<file path="config.mk">
export PLATFORM = sky130hd
export DESIGN_NAME = operand_loader
export DESIGN_NICKNAME = d
export VERILOG_FILES = /design/src/rtl/operand_loader_pkg.sv /design/src/rtl/operand_loader_ns.sv /design/src/rtl/operand_loader.sv
export SDC_FILE = /design/constraint.sdc
export NUM_CORES = 1
export LEC_CHECK = 0
export BUFFER_PORTS_ARGS = -buffer_cell sky130_fd_sc_hd__buf_2
export CAP_MARGIN = 20
export CORE_MARGIN = 1
export CORE_UTILIZATION = 50
export CTS_CLUSTER_SIZE = 20
export DETAILED_ROUTE_END_ITERATION = 12
export PLACE_DENSITY_LB_ADDON = 0.3
export REMOVE_ABC_BUFFERS = 1
export SYNTH_ARGS = -nofsm -noshare
export SYNTH_HDL_FRONTEND = slang
export SYNTH_SLANG_ARGS = --single-unit
export TNS_END_PERCENT = 1
</file>
<file path="constraint.sdc">
create_clock -name clk -period 4.3 [get_ports clk]
set_clock_uncertainty 0.05 [all_clocks]
set_input_delay 0.215 -clock clk [delete_from_list [all_inputs] [get_ports clk]]
set_output_delay 0.215 -clock clk [all_outputs]
set_load 0.01 [all_outputs]
</file>
<file path="src/rtl/operand_loader_pkg.sv">
// Shared definitions for the operand loader: state encoding, FIFO sizing and length clamp.
package operand_loader_pkg;

    localparam int DATA_W         = 32;
    localparam int FIFO_DEPTH_DEF = 8;
    localparam int MAX_LEN        = 8;

    typedef enum logic [1:0] {
        IDLE = 2'b00,
        LOAD = 2'b01,
        PAD  = 2'b10,
        DONE = 2'b11
    } state_t;

    function automatic logic [3:0] clamp_len(input logic [3:0] len);
        return (len > 4'(MAX_LEN)) ? 4'(MAX_LEN) : len;
    endfunction

endpackage

</file>
<file path="src/rtl/operand_loader_ns.sv">
// Next-state logic for the operand loader: state, length latch, write count and host ready.
module operand_loader_ns
    import operand_loader_pkg::*;
#(
    parameter int FIFO_DEPTH = FIFO_DEPTH_DEF
) (
    input  logic [1:0] i_state,
    input  logic [3:0] i_len,
    input  logic [3:0] i_cnt,
    input  logic [3:0] i_load_len,
    input  logic       i_start,
    input  logic       i_clear,
    input  logic       i_din_valid,
    input  logic [3:0] i_fifo_count,
    input  logic       i_fifo_we,
    output logic [1:0] o_state_nxt,
    output logic [3:0] o_len_nxt,
    output logic [3:0] o_cnt_nxt,
    output logic       o_din_ready,
    output logic       o_wr,
    output logic       o_wr_pad,
    output logic       o_load_start
);

    localparam logic [4:0] DEPTH5 = 5'(FIFO_DEPTH);

    state_t     w_state;
    state_t     w_nxt;
    logic [4:0] w_occ;
    logic       w_space;
    logic [3:0] w_remaining;
    logic [3:0] w_len_new;
    logic       w_ready;

    assign w_state     = state_t'(i_state);
    // The write already registered this cycle lands next edge, so it counts as occupied.
    assign w_occ       = {1'b0, i_fifo_count} + {4'b0, i_fifo_we};
    assign w_space     = (w_occ < DEPTH5);
    assign w_remaining = i_len - i_cnt;
    assign w_len_new   = clamp_len(i_load_len);
    assign w_ready     = (w_state == LOAD) && (w_remaining != 4'd0) && w_space;

    always_comb begin
        w_nxt        = w_state;
        o_len_nxt    = i_len;
        o_cnt_nxt    = i_cnt;
        o_wr         = 1'b0;
        o_wr_pad     = 1'b0;
        o_load_start = 1'b0;
        case (w_state)
            IDLE: begin
                if (i_start) begin
                    o_len_nxt = w_len_new;
                    o_cnt_nxt = 4'd0;
                    if (w_len_new == 4'd0) begin
                        w_nxt = DONE;
                    end else begin
                        w_nxt        = LOAD;
                        o_load_start = 1'b1;
                    end
                end
            end
            LOAD: begin
                if (i_din_valid && w_ready) begin
                    o_wr      = 1'b1;
                    o_cnt_nxt = i_cnt + 4'd1;
                    if (w_remaining == 4'd1) begin
                        w_nxt = i_len[0] ? PAD : DONE;
                    end
                end
            end
            PAD: begin
                if (w_space) begin
                    o_wr      = 1'b1;
                    o_wr_pad  = 1'b1;
                    o_cnt_nxt = i_cnt + 4'd1;
                    w_nxt     = DONE;
                end
            end
            DONE: begin
                if (!i_start) begin
                    w_nxt = IDLE;
                end
            end
            default: w_nxt = IDLE;
        endcase
        if (i_clear) begin
            w_nxt        = IDLE;
            o_len_nxt    = i_len;
            o_cnt_nxt    = 4'd0;
            o_wr         = 1'b0;
            o_wr_pad     = 1'b0;
            o_load_start = 1'b0;
        end
    end

    assign o_state_nxt = w_nxt;
    assign o_din_ready = w_ready;

endmodule

</file>
<file path="src/rtl/operand_loader.sv">
// Operand FIFO producer: loads a programmed word count from the host, zero-pads odd counts.
// Optional running sum output enabled by defining OPERAND_LOADER_SUM_EN.
module operand_loader
    import operand_loader_pkg::*;
#(
    parameter int FIFO_DEPTH = FIFO_DEPTH_DEF
) (
    input  logic              clk,
    input  logic              reset,
    input  logic              op_start,
    input  logic              op_clear,
    input  logic [3:0]        load_len,
    input  logic [DATA_W-1:0] din,
    input  logic              din_valid,
    output logic              din_ready,
    input  logic [3:0]        fifo_data_count,
    output logic              fifo_we,
    output logic [DATA_W-1:0] fifo_dout,
    output logic [3:0]        loaded_count,
    output logic              op_done
`ifdef OPERAND_LOADER_SUM_EN
    ,
    output logic [DATA_W-1:0] sum_out
`endif
);

    state_t            r_state;
    logic [3:0]        r_len;
    logic [3:0]        r_cnt;
    logic              r_we;
    logic [DATA_W-1:0] r_dout;

    logic [1:0]        w_state_nxt;
    logic [3:0]        w_len_nxt;
    logic [3:0]        w_cnt_nxt;
    logic              w_din_ready;
    logic              w_wr;
    logic              w_wr_pad;
    logic              w_load_start;

    operand_loader_ns #(
        .FIFO_DEPTH(FIFO_DEPTH)
    ) u_ns (
        .i_state     (r_state),
        .i_len       (r_len),
        .i_cnt       (r_cnt),
        .i_load_len  (load_len),
        .i_start     (op_start),
        .i_clear     (op_clear),
        .i_din_valid (din_valid),
        .i_fifo_count(fifo_data_count),
        .i_fifo_we   (r_we),
        .o_state_nxt (w_state_nxt),
        .o_len_nxt   (w_len_nxt),
        .o_cnt_nxt   (w_cnt_nxt),
        .o_din_ready (w_din_ready),
        .o_wr        (w_wr),
        .o_wr_pad    (w_wr_pad),
        .o_load_start(w_load_start)
    );

    always_ff @(posedge clk) begin
        if (reset) begin
            r_state <= IDLE;
            r_len   <= 4'd0;
            r_cnt   <= 4'd0;
            r_we    <= 1'b0;
            r_dout  <= '0;
        end else begin
            r_state <= state_t'(w_state_nxt);
            r_len   <= w_len_nxt;
            r_cnt   <= w_cnt_nxt;
            r_we    <= w_wr;
            if (w_wr) begin
                r_dout <= w_wr_pad ? '0 : din;
            end
        end
    end

`ifdef OPERAND_LOADER_SUM_EN
    logic [DATA_W-1:0] r_sum;

    // Pad writes add nothing, so only real host beats accumulate.
    always_ff @(posedge clk) begin
        if (reset || op_clear || w_load_start) begin
            r_sum <= '0;
        end else if (w_wr && !w_wr_pad) begin
            r_sum <= r_sum + din;
        end
    end

    assign sum_out = r_sum;
`endif

    assign din_ready    = w_din_ready;
    assign fifo_we      = r_we;
    assign fifo_dout    = r_dout;
    assign loaded_count = r_cnt;
    assign op_done      = (r_state == DONE);

endmodule

</file>
After elaboration in Yosys (flattened, before gate mapping)
Index checks and enable logic that the tools add are counted.

word-level totals
  register bits after elaboration = 43
  latch bits = 0
  memory bits (writable) = 0
  memory bits (read-only) = 0
  input bits = 45
  output and inout port bits = 39
  logic and storage cells = 51
  memories = 0

operators by class
  $add $sub $neg = 3
  multiply operators = 0
  div/mod/pow operators = 0
  order comparisons = 2
  eq/ne operators = 9
  shift operators = 0
  mux-type cells = 20
  bitwise operators = 1
  reduce and logical (&&, ||, !) cells = 11

operators with widths
  kind                                                        count
  2-to-1 mux 32 bit                                           1
  2-to-1 mux 4 bit                                            4
  2-to-1 mux 2 bit                                            6
  one-hot mux 4 bit (3 select lines)                          1
  != test 2 bit, second input constant                        4
  one-hot mux 2 bit (4 select lines)                          1
  2-to-1 mux 1 bit                                            6
  adder 4 x 1 -> 5 bit                                        1
  less-than comparator 5 x 4 -> 1 bit, second input constant  1
  AND reduction 5 bit                                         1
  adder 4 x 1 -> 4 bit, second input constant                 1
  == test 2 bit, second input constant                        2
  == test 4 x 1 -> 1 bit, second input constant               1
  > comparator 4 bit, second input constant                   1
  logical NOT 4 bit                                           1
  AND reduction 4 bit                                         1
  nonzero test 4 bit                                          1
  subtractor 4 bit                                            1
  logical AND 1 bit                                           3
  AND reduction 3 bit                                         1
  nonzero test 3 bit                                          1
  == test 2 x 1 -> 1 bit, second input constant               1
  logical NOT 2 bit                                           1
  != test 2 x 1 -> 1 bit, second input constant               1
  other kinds (3)                                             3

Longest topological paths before layout
Gate-level depths: netlist (run 1).

  depth in word-level cells = 8
  depth in mapped cells = 11
  depth with buffers taken out = 9

Modules after synthesis
A second synthesis (run 1) with hierarchy kept.

second synthesis, totals
  cell total of the unflattened synthesis = 249
  area, all modules = 2247.2 um2

by module, submodules not included
  module             times used  cells an instance  area each (um2)  sequential area each (um2)
  operand_loader     1           166                1641.6           860.8
  operand_loader_ns  1           83                 605.6            0.0

Worst setup path after synthesis (run 1)
OpenSTA, ideal clock, no wires.

  path kind = reg2reg
  start = register r_cnt[0], in the netlist loaded_count[0]
  end = register r_state[1]
  setup time = 0.103 ns
  data arrival time = 2.062 ns
  required time = 4.147 ns
  setup slack = 2.085 ns
  cell stages (with the launch flop) = 9
  path buffers = 0
  period minus slack after synthesis = 2.215 ns
  cells stage by stage = dfxtp_1 ha_1 inv_1 fa_1 xor2_1 nor4_1 o2111a_1 nor2_1 a2111oi_2

on the way
  longest elaborated chain between the ends = 7
  elaborated cells on any way between the ends = 9
  those cells by class = add/sub: 1; eq/ne: 3; reduce/logical: 5

RTL lines
  element                            RTL line                 source
  from (decl)                        operand_loader.sv:29     logic [3:0] r_cnt;
  from (signal assigned)             operand_loader.sv:72     r_cnt <= w_cnt_nxt;
  subtractor 4 bit (*)               operand_loader_ns.sv:39  assign w_remaining = i_len - i_cnt;
  nonzero test 4 bit                 operand_loader_ns.sv:41  assign w_ready = (w_state == LOAD) && (w_remaining != 4'd0) && w_space;
  logical AND 1 bit (2 in series)    operand_loader_ns.sv:41
  logical AND 1 bit                  operand_loader_ns.sv:64  if (i_din_valid && w_ready) begin
  != test 2 bit (no line)            n/a
  AND reduction 5 bit (no line) (*)  n/a
  to (signal assigned)               operand_loader.sv:70     r_state <= state_t'(w_state_nxt);
  to (decl)                          operand_loader.sv:27     state_t r_state;

Mark *: on every way between the ends. The rest lies on a longest branch, timed or not.
A chain may end at the register's enable or synchronous reset.

Worst setup path after layout (run 1)
  start = register r_cnt[0], in the netlist loaded_count[0]
  end = output din_ready

on the way
  longest elaborated chain between the ends = 4

RTL lines
  element                          RTL line                 source
  subtractor 4 bit                 operand_loader_ns.sv:39
  nonzero test 4 bit               operand_loader_ns.sv:41
  logical AND 1 bit (2 in series)  operand_loader_ns.sv:41
  to (decl)                        operand_loader.sv:15     output logic din_ready,

Every way passes these cells.

==> results of run 1 <==
[state kept, by name, summed over array words and instances (netlist names)]
register / flops
r_len: 4
fifo_we: 1
loaded_count: 4
fifo_dout: 32
r_state: 2
[final timing paths]
path | endpoint | depth (start not counted) | startpoint
worst max-delay path | din_ready | 9 | loaded_count[0]
worst min-delay path | r_state[1] | 2 | op_clear
worst max register to register | r_state[1] | 8 | loaded_count[0]
worst min register to register | fifo_dout[7] | 2 | fifo_dout[7]
[cells in the mapped netlist]
cell type | count | area share (%)
a41oi_1 | 1 | 0.39
xor2_1 | 2 | 0.78
nand3_1 | 8 | 1.8
inv_1 | 6 | 1.0
o211a_1 | 2 | 0.89
buf_2 | 5 | 1.1
and3b_1 | 1 | 0.39
a41o_1 | 1 | 0.45
o21ai_0 | 2 | 0.45
o211ai_1 | 32 | 11
a21oi_2 | 1 | 0.39
a21oi_4 | 1 | 0.72
dfxtp_1 | 43 | 38
and3_4 | 1 | 0.50
nand2_1 | 6 | 1.0
and2_1 | 2 | 0.56
nor2_1 | 10 | 1.7
nor4_1 | 2 | 0.56
nand4_1 | 35 | 9.7
o41ai_1 | 1 | 0.39
o2111a_1 | 1 | 0.50
o211ai_2 | 1 | 0.56
and3_1 | 1 | 0.28
clkbuf_1 | 16 | 2.7
nor3b_1 | 3 | 1.0
fa_1 | 1 | 0.89
mux2i_1 | 3 | 1.3
a21oi_1 | 39 | 8.7
a2111oi_2 | 1 | 0.67
buf_4 | 3 | 1.0
nor2b_1 | 2 | 0.56
buf_6 | 1 | 0.50
a211oi_1 | 1 | 0.33
ha_1 | 8 | 4.5
mux2_2 | 1 | 0.50
nand3b_1 | 4 | 1.3
o2111ai_1 | 3 | 1.2
a2bb2oi_4 | 1 | 1.2
nand2b_1 | 2 | 0.56
[kinds of logic after synthesis]
family / count (synthesis) / synth area share, %
flip-flops: 43 / 38.3
XOR/XNOR: 2 / 0.780
adder cells (fa/ha/maj): 9 / 5.35
multiplexers: 4 / 1.84
buffers and inverters: 31 / 6.30
AO/OA/AOI/OAI: 88 / 27.5
AND/OR/NAND/NOR: 77 / 19.9
[stage by stage]
stage	util (%)	hold slack, ns	power [mW]
floorplan	-	0.234	0.515
global placement	60.6	0.395	0.577
detailed placement	60.6	0.400	0.578
CTS	63.7	0.0810	0.945
global route	65.7	0.0807	0.999
finish	65.7	0.0837	0.961
[routing by layer]
layer	global-route usage, %	share of wire [%]	up-vias	routed length [µm]
li1	-	-	1128	-
met1	31.0	44	1112	2610
met2	38.5	49	82	2930
met3	6.58	5.7	7	336
met4	7.71	1.2	0	71
met5	0	0	-	0
[where the power goes]
group          internal (mW)  switching, mW
clock                  0.232          0.138
combinational         0.0679          0.117
sequential             0.402        0.00343
[worst reg2reg max path: stages (launching register included)]
cell	delay (ns)
dfxtp_1	0.43
ha_1	0.20
inv_1	0.06
fa_1	0.38
xor2_1	0.18
nor4_1	0.35
o2111a_1	0.27
nor2_1	0.06
a2111oi_2	0.33
[cells in the final DEF (no fill, tap or decap), types with 3 or more instances in the layout]
| master | count |
|---|---|
| inv_1 | 6 |
| nand3b_1 | 4 |
| nand3_1 | 8 |
| nor3b_1 | 3 |
| dfxtp_1 | 43 |
| nand2_1 | 6 |
| clkbuf_8 | 5 |
| a21oi_1 | 39 |
| o211ai_1 | 32 |
| nand4_1 | 35 |
| mux2i_1 | 3 |
| ha_1 | 8 |
| nor2_1 | 10 |
| buf_2 | 83 |
| o2111ai_1 | 3 |
[area by class of cell]
class	instances	area, µm²	area share [%]
Sequential cell	43	861	30.3
Inverter	6	22.5	0.793
Tap cell	52	65.1	2.29
Timing Repair Buffer	89	515	18.1
Multi-Input combinational cell	180	1240	43.8
Clock inverter	2	60.1	2.11
Clock buffer	6	72.6	2.56
==> impl_metrics.toml, run 1 <==
[outcome]
status = "finished clean"

[grt]
grtUsageTotal_pct = 23.9
antenna_found_initial = 0
grt_pass1_vias = 2097
grt_start_max_net_pins = 39
grt_pass1_wl_um = 9520
grt.overflow.total = 0

[worst_setup_path]
worstSetupStartpointType = "flop"
crit_chain = "ha_1, inv_1, fa_1, xor2_1, nor2_1, o211ai_2, buf_4, and2_1, buf_2"
crit_buf_inv = 3
crit_family = "adder cells"
critPathMaxStageDelay_ns = 0.43
end_kind = "output pin"
rrSetupSlack_ns = 1.91
arrival_ns = 2.39
crit_type = "flop to output pin"
worstPathRequired_ns = 4.03
critical_path.max_fanout = 34
critPathSlowestCell = "dfxtp_1"

[sta]
setup_viol = 0
finalSetupTns_ns = 0
slew_headroom_pct = 51.4
fin_ws_ns = 1.64
fmax_mhz = 376
timing.final.crit_period_ns = 2.66
tightest_slew_ns = 0.730
slew_violations = 0
rsz0062_at_grt = "no"
hold_viol_final = 0
fin_crit_sh_pct = 61.8

[cells_and_area]
synthToLayoutAreaGrowth_pct = 26.5
postLayoutCellArea_um2 = 2840
fillers = 375
antennaDiodeCount = 0
layout.cells.non_filler = 378
drive_gt1_share_pct = 31.6
nets = 379

[synthesis]
synth_cell_types = 39
ys_seq_elements = 43
ys_warn_count = 0
ys_seq_area_share_pct = 38.3
syn-mean-instance-area_um2 = 8.84
syn_area_um2 = 2250
syn_inst = 254

[clock_network]
root_buffer = "clkbuf_8"
clkLatencyLatePin_ns = 0.30
post_cts_buffers = 0
numClockSinks = 43
path_clk_slew_ns = 0.08
cts_buffers = 5
cts_tree = "built"
cts_resized = 0
hold_buffers = 0
htreeDepth = 2
clock_path_buffers = 2

[floorplanning]
coreArea_um2 = 4320
dieArea_um2 = 4760
initial_core_util_pct = 51.9
row_count = 24
io-pin-count = 84
dieHeight_um = 69.0
fp.dieW_um = 69.0

[placed_design]
dp_hpwl_um = 3860
port_buffers = 83
place_ws_ns = 1.46
placedInstanceArea_um2 = 2620
place.gp.congestion = 0.793
dp.cells = 366

[routing]
vias = 2329
first_pass_iters = 4
drt_iter0_drc = 323
wire_per_inst_um = 15.7
via_per_inst = 6.16
wl_um = 5950
remaining_drc_errors = 0
postRouteAntennaNets = 0

[job]
maxCapViolCount = 0

[power_and_ir_drop]
p_leak_nw = 1.17
p_per_area_nw_per_um2 = 338
worst_ir_drop_vdd_v = 0.000167

[worst_hold_path]
min_path_type = "input pin to flop"
Power figures use the tool's default switching activity.
==> run 2: changes to the inputs <==
--- a/config.mk
+++ b/config.mk
@@ -8,7 +8,7 @@
 export BUFFER_PORTS_ARGS = -buffer_cell sky130_fd_sc_hd__buf_2
 export CAP_MARGIN = 20
 export CORE_MARGIN = 1
-export CORE_UTILIZATION = 50
+export CORE_UTILIZATION = 44
 export CTS_CLUSTER_SIZE = 20
 export DETAILED_ROUTE_END_ITERATION = 12
 export PLACE_DENSITY_LB_ADDON = 0.3
==> constraint.sdc (replaced) <==
create_clock -name clk -period 2.4 [get_ports clk]
set_clock_uncertainty 0.05 [all_clocks]
set_input_delay 0.12 -clock clk [delete_from_list [all_inputs] [get_ports clk]]
set_output_delay 0.12 -clock clk [all_outputs]
set_load 0.01 [all_outputs]
==> run 2 against run 1 <==
Compared with the run above:
- sequential power increased by 79%
- total power increased by 57%
- highest routed layer unchanged
- setup slack got worse by 1.5 ns
- wire length increased by 0.79%
- critical path type is now flop to flop
- largest cell class unchanged
==> impl_metrics.toml, run 2 (synthesis gave the netlist of run 1 again) <==
[sta]
fin_crit_sh_pct = 94.2
hold_slack_ns = 0.0126
slew_violations = 0
hold_viol_final = 0
setup_viol = 0
slew_headroom_pct = 57.8
timing.final.crit_period_ns = 2.26
fmax_mhz = 442
rsz0062_at_grt = "no"
tightest_slew_ns = 0.630
fin_ws_ns = 0.139

[clock_network]
numClockSinks = 43
cts_tree = "built"
path_clk_slew_ns = 0.08
htreeDepth = 2
clkLatencyLatePin_ns = 0.29
root_buffer = "clkbuf_8"
clock_path_buffers = 2
cts_buffers = 5
hold_buffers = 0

[worst_setup_path]
critPathMaxStageDelay_ns = 0.37
crit_top_cell = "inv_1"
worstSetupStartpointType = "flop"
worstPathRequired_ns = 2.54
critical_path.max_fanout = 2
end_kind = "flop"
arrival_ns = 2.40
rrSetupSlack_ns = 0.14
crit_family = "compound AO/OA/AOI/OAI gates"
critPathSlowestCell = "fa_1"
crit_buf_inv = 2
crit_type = "flop to flop"
crit_chain = "inv_1, ha_1, inv_1, fa_1, xor2_1, nor4_1, o2111a_1, nor2_1, a2111oi_2"

[routing]
wire_per_inst_um = 15.1
postRouteAntennaNets = 0
first_pass_iters = 7
via_per_inst = 5.88
vias = 2339
drt_iter0_drc = 128
remaining_drc_errors = 0
wl_um = 5990

[grt]
met2_usage_pct = 37.3
met3_usage_pct = 4.80
grtUsageTotal_pct = 22.3
grt_start_max_net_pins = 38
grt_pass1_vias = 2073
met1_usage_pct = 28.5
antenna_found_initial = 0
grt_pass1_wl_um = 9470
gr-max-usage-layer = "met2"
grt.overflow.total = 0

[cells_and_area]
final_cell_mix = "83 x buf_2, 43 x dfxtp_1, 39 x a21oi_1, 35 x nand4_1, 32 x o211ai_1"
finalCoreUtilization_pct = 58.3
layout_commonest_cell = "buf_2"
drive_gt1_share_pct = 32.6
antennaDiodeCount = 0
nets = 384
synthToLayoutAreaGrowth_pct = 25.1
postLayoutCellArea_um2 = 2810
largest_register_ffs = 32

[outcome]
status = "finished clean"

[floorplanning]
io-pin-count = 84
coreArea_um2 = 4820
dieArea_um2 = 5390
fp.dieW_um = 73.4
row_count = 25
initial_core_util_pct = 46.6
dieHeight_um = 73.4

[placed_design]
dp_hpwl_um = 4130
place_ws_ns = 0.146
placedInstanceArea_um2 = 2720
port_buffers = 83
place.gp.congestion = 0.837

[power_and_ir_drop]
power_mw = 1.50
worst_ir_drop_vdd_v = 0.000401
p_leak_nw = 1.15
p_per_area_nw_per_um2 = 536

[worst_hold_path]
min_path_type = "input pin to flop"

[job]
maxCapViolCount = 0
[run 2: worst reg2reg max path, delay by kind of cell, from the launching register on]
kind / cells / cell delay, ns
AOI/OAI and AO/OA: 2 / 0.59
DFF: 1 / 0.32
adders and majority gates: 2 / 0.53
buffers and inverters: 2 / 0.12
xor gates and xnor gates: 1 / 0.18
and+or+nand+nor: 2 / 0.37
[run 2: power breakdown]
group          leakage, nW  total (mW)  switching (mW)  internal, mW
clock               0.0412       0.446           0.242         0.203
combinational        0.762       0.334           0.212         0.122
sequential           0.347       0.725         0.00558         0.719
[run 2: layout make-up]
type / count / area, µm²
sequential: 43 / 861
inverter: 6 / 22.5
clock buffer: 6 / 72.6
multi-input combinational: 180 / 1240
timing repair buffer: 94 / 514
fill: 462 / 2010
tap: 67 / 83.8
clock inverter: 2 / 12.5
[run 2: final timing paths]
| check | startpoint | end | cells after the start |
|---|---|---|---|
| hold reg to reg | fifo_dout[26] | fifo_dout[26] | 2 |
| hold / removal | op_clear | r_state[1] | 2 |
| setup reg to reg | r_len[0] | r_state[1] | 9 |
| setup / recovery | r_len[0] | r_state[1] | 9 |
[run 2: metrics by stage]
step,instances,TNS [ns]
2_1_floorplan,229,-1.82
3_3_place_gp,390,0
3_5_place_dp,390,0
4_1_cts,398,0
5_1_grt,398,0
6_report,398,0
[run 2: layer usage]
| layer | up-vias | wire length (µm) |
|---|---|---|
| met5 | - | 0 |
| met4 | 0 | 99 |
| met1 | 1106 | 2630 |
| met3 | 10 | 403 |
| li1 | 1137 | - |
| met2 | 86 | 2860 |
[run 2: repair_timing]
| item | CTS | global route |
|---|---|---|
| resized for setup | 0 | 1 |
| setup endpoints to repair | 0 | 1 |
| setup buffers | 0 | 0 |
==> run 3: changes to the inputs <==
--- a/config.mk
+++ b/config.mk
@@ -7,8 +7,10 @@
 export LEC_CHECK = 0
 export BUFFER_PORTS_ARGS = -buffer_cell sky130_fd_sc_hd__buf_2
 export CAP_MARGIN = 20
+export CELL_PAD_IN_SITES_DETAIL_PLACEMENT = 0
+export CELL_PAD_IN_SITES_GLOBAL_PLACEMENT = 1
 export CORE_MARGIN = 1
-export CORE_UTILIZATION = 44
+export CORE_UTILIZATION = 32
 export CTS_CLUSTER_SIZE = 20
 export DETAILED_ROUTE_END_ITERATION = 12
 export PLACE_DENSITY_LB_ADDON = 0.3
==> run 3 against run 2 <==
Compared with the run above:
- total power is 4.0% higher
- clock power rose by 4%
- hold slack gained 0.0054 ns
- critical path depth shrank 1
- critical endpoint unchanged
==> impl_metrics.toml, run 3 (synthesis gave the netlist of run 1 again) <==
[outcome]
status = "finished clean"

[routing]
via_per_inst = 5.45
postRouteAntennaNets = 0
remaining_drc_errors = 0
vias = 2342
wl_um = 6480
wire_per_inst_um = 15.1
drt_iter0_drc = 100
first_pass_iters = 4

[power_and_ir_drop]
p_leak_nw = 1.17
worst_ir_drop_vdd_v = 0.000205
power_mw = 1.57
p_per_area_nw_per_um2 = 537

[worst_setup_path]
rrSetupSlack_ns = 0.16
reg2reg_from = "r_len[0]"
worstSetupStartpointType = "flop"
crit_top_cell = "inv_1"
critPathSlowestCell = "fa_2"
critical_path.max_fanout = 2
critPathLaunch = "r_len[0]"
timing.rr.end = "r_state[1]"
arrival_ns = 2.39
end_kind = "flop"
crit_type = "flop to flop"
rr_worst_depth = 8
crit_chain = "inv_1, ha_1, inv_1, fa_2, nor4_2, o2111a_1, nor2_1, a2111oi_2"
critPathMaxStageDelay_ns = 0.47
worstPathRequired_ns = 2.55

[grt]
grt.overflow.total = 0
grtUsageTotal_pct = 17.8
grt_pass1_vias = 2104
grt_pass1_wl_um = 10400
antenna_found_initial = 0
grt_start_max_net_pins = 38

[clock_network]
htreeDepth = 2
cts_buffers = 5
root_buffer = "clkbuf_8"
path_clk_slew_ns = 0.09
cts_tree = "built"
numClockSinks = 43
clock_path_buffers = 2
clkLatencyLatePin_ns = 0.30

[floorplanning]
row_count = 30
fp.dieW_um = 85.8
initial_core_util_pct = 33.1
dieHeight_um = 85.8
coreArea_um2 = 6790
io-pin-count = 84
dieArea_um2 = 7360

[worst_hold_path]
min_path_type = "input pin to flop"
min_to = "fifo_dout[18]"
hp-start = "din[18]"
hold_path_depth = 3

[placed_design]
port_buffers = 83
dp_hpwl_um = 4370
place.gp.congestion = 0.805
dp.cells = 418

[cells_and_area]
drive_gt1_share_pct = 34.4
synthToLayoutAreaGrowth_pct = 29.8
antennaDiodeCount = 0
nets = 387
layout.cells.non_filler = 430
largest_register_ffs = 32
final_cell_mix = "83 x buf_2, 43 x dfxtp_1, 38 x a21oi_1, 35 x nand4_1, 32 x o211ai_1"
finalCoreUtilization_pct = 42.9
layout_commonest_cell = "buf_2"

[job]
maxCapViolCount = 0

[sta]
setup_viol = 0
hold_slack_ns = 0.0181
finalSetupTns_ns = 0
slew_headroom_pct = 57.4
fin_crit_sh_pct = 93.3
fmax_mhz = 446
hold_viol_final = 0
tightest_slew_ns = 0.637
slew_violations = 0
timing.final.crit_period_ns = 2.24
rsz0062_at_grt = "no"
-- run 3: timing repair --
action / in CTS / in global routing
hold buffers: 1 / 0
setup buffers: 0 / 3
endpoints found under the hold margin: 1 / 0
setup endpoints to repair: 0 / 33
resized for setup: 0 / 7
-- run 3: how the worst max path moves through the flow --
stage	endpoint	slack [ns]	cells past startpoint
2_1_floorplan	loaded_count[0]	-0.13	8
3_3_place_gp	fifo_dout[0]	0.22	10
3_5_place_dp	r_state[1]	0.13	9
4_1_cts	din_ready	0.01	9
5_1_grt	r_state[1]	0.02	8
6_report	r_state[1]	0.16	8
-- run 3: power breakdown --
group	switching, mW	total [mW]	leakage, nW	internal, mW
Clock	0.260	0.464	0.0412	0.204
Combinational	0.225	0.376	0.778	0.151
Sequential	0.00581	0.725	0.347	0.719
Total	0.491	1.57	1.17	1.07
-- run 3: final cells by class --
cell class	instances	area [µm²]
Clock buffer	6	72.6
Clock inverter	2	12.5
Fill cell	705	3880
Inverter	6	22.5
Multi-Input combinational cell	180	1270
Sequential cell	43	861
Tap cell	96	120
Timing Repair Buffer	97	552
-- run 3: worst max-delay path, delay by kind of cell (launching register included) --
| kind | cells | cell delay, ns |
|---|---|---|
| adders and majority gates | 2 | 0.65 |
| and+or+nand+nor | 2 | 0.39 |
| DFF | 1 | 0.34 |
| buffers and inverters | 2 | 0.13 |
| AOI/OAI and AO/OA | 2 | 0.58 |
-- run 3: per-layer routing --
layer / track usage, % / wire length, µm
met1: 22.7 / 2950
met4: 4.85 / 63
met3: 4.04 / 396
met5: 0 / 0
met2: 30.3 / 3070
-- run 3: per-stage QoR --
stage / worst slack [ns] / area (µm²)
global route: 0.0160 / 2920
finish: 0.160 / 2920
CTS: 0.0105 / 2860
floorplan: -0.128 / 2130
global placement: 0.224 / 2760
detailed placement: 0.125 / 2760
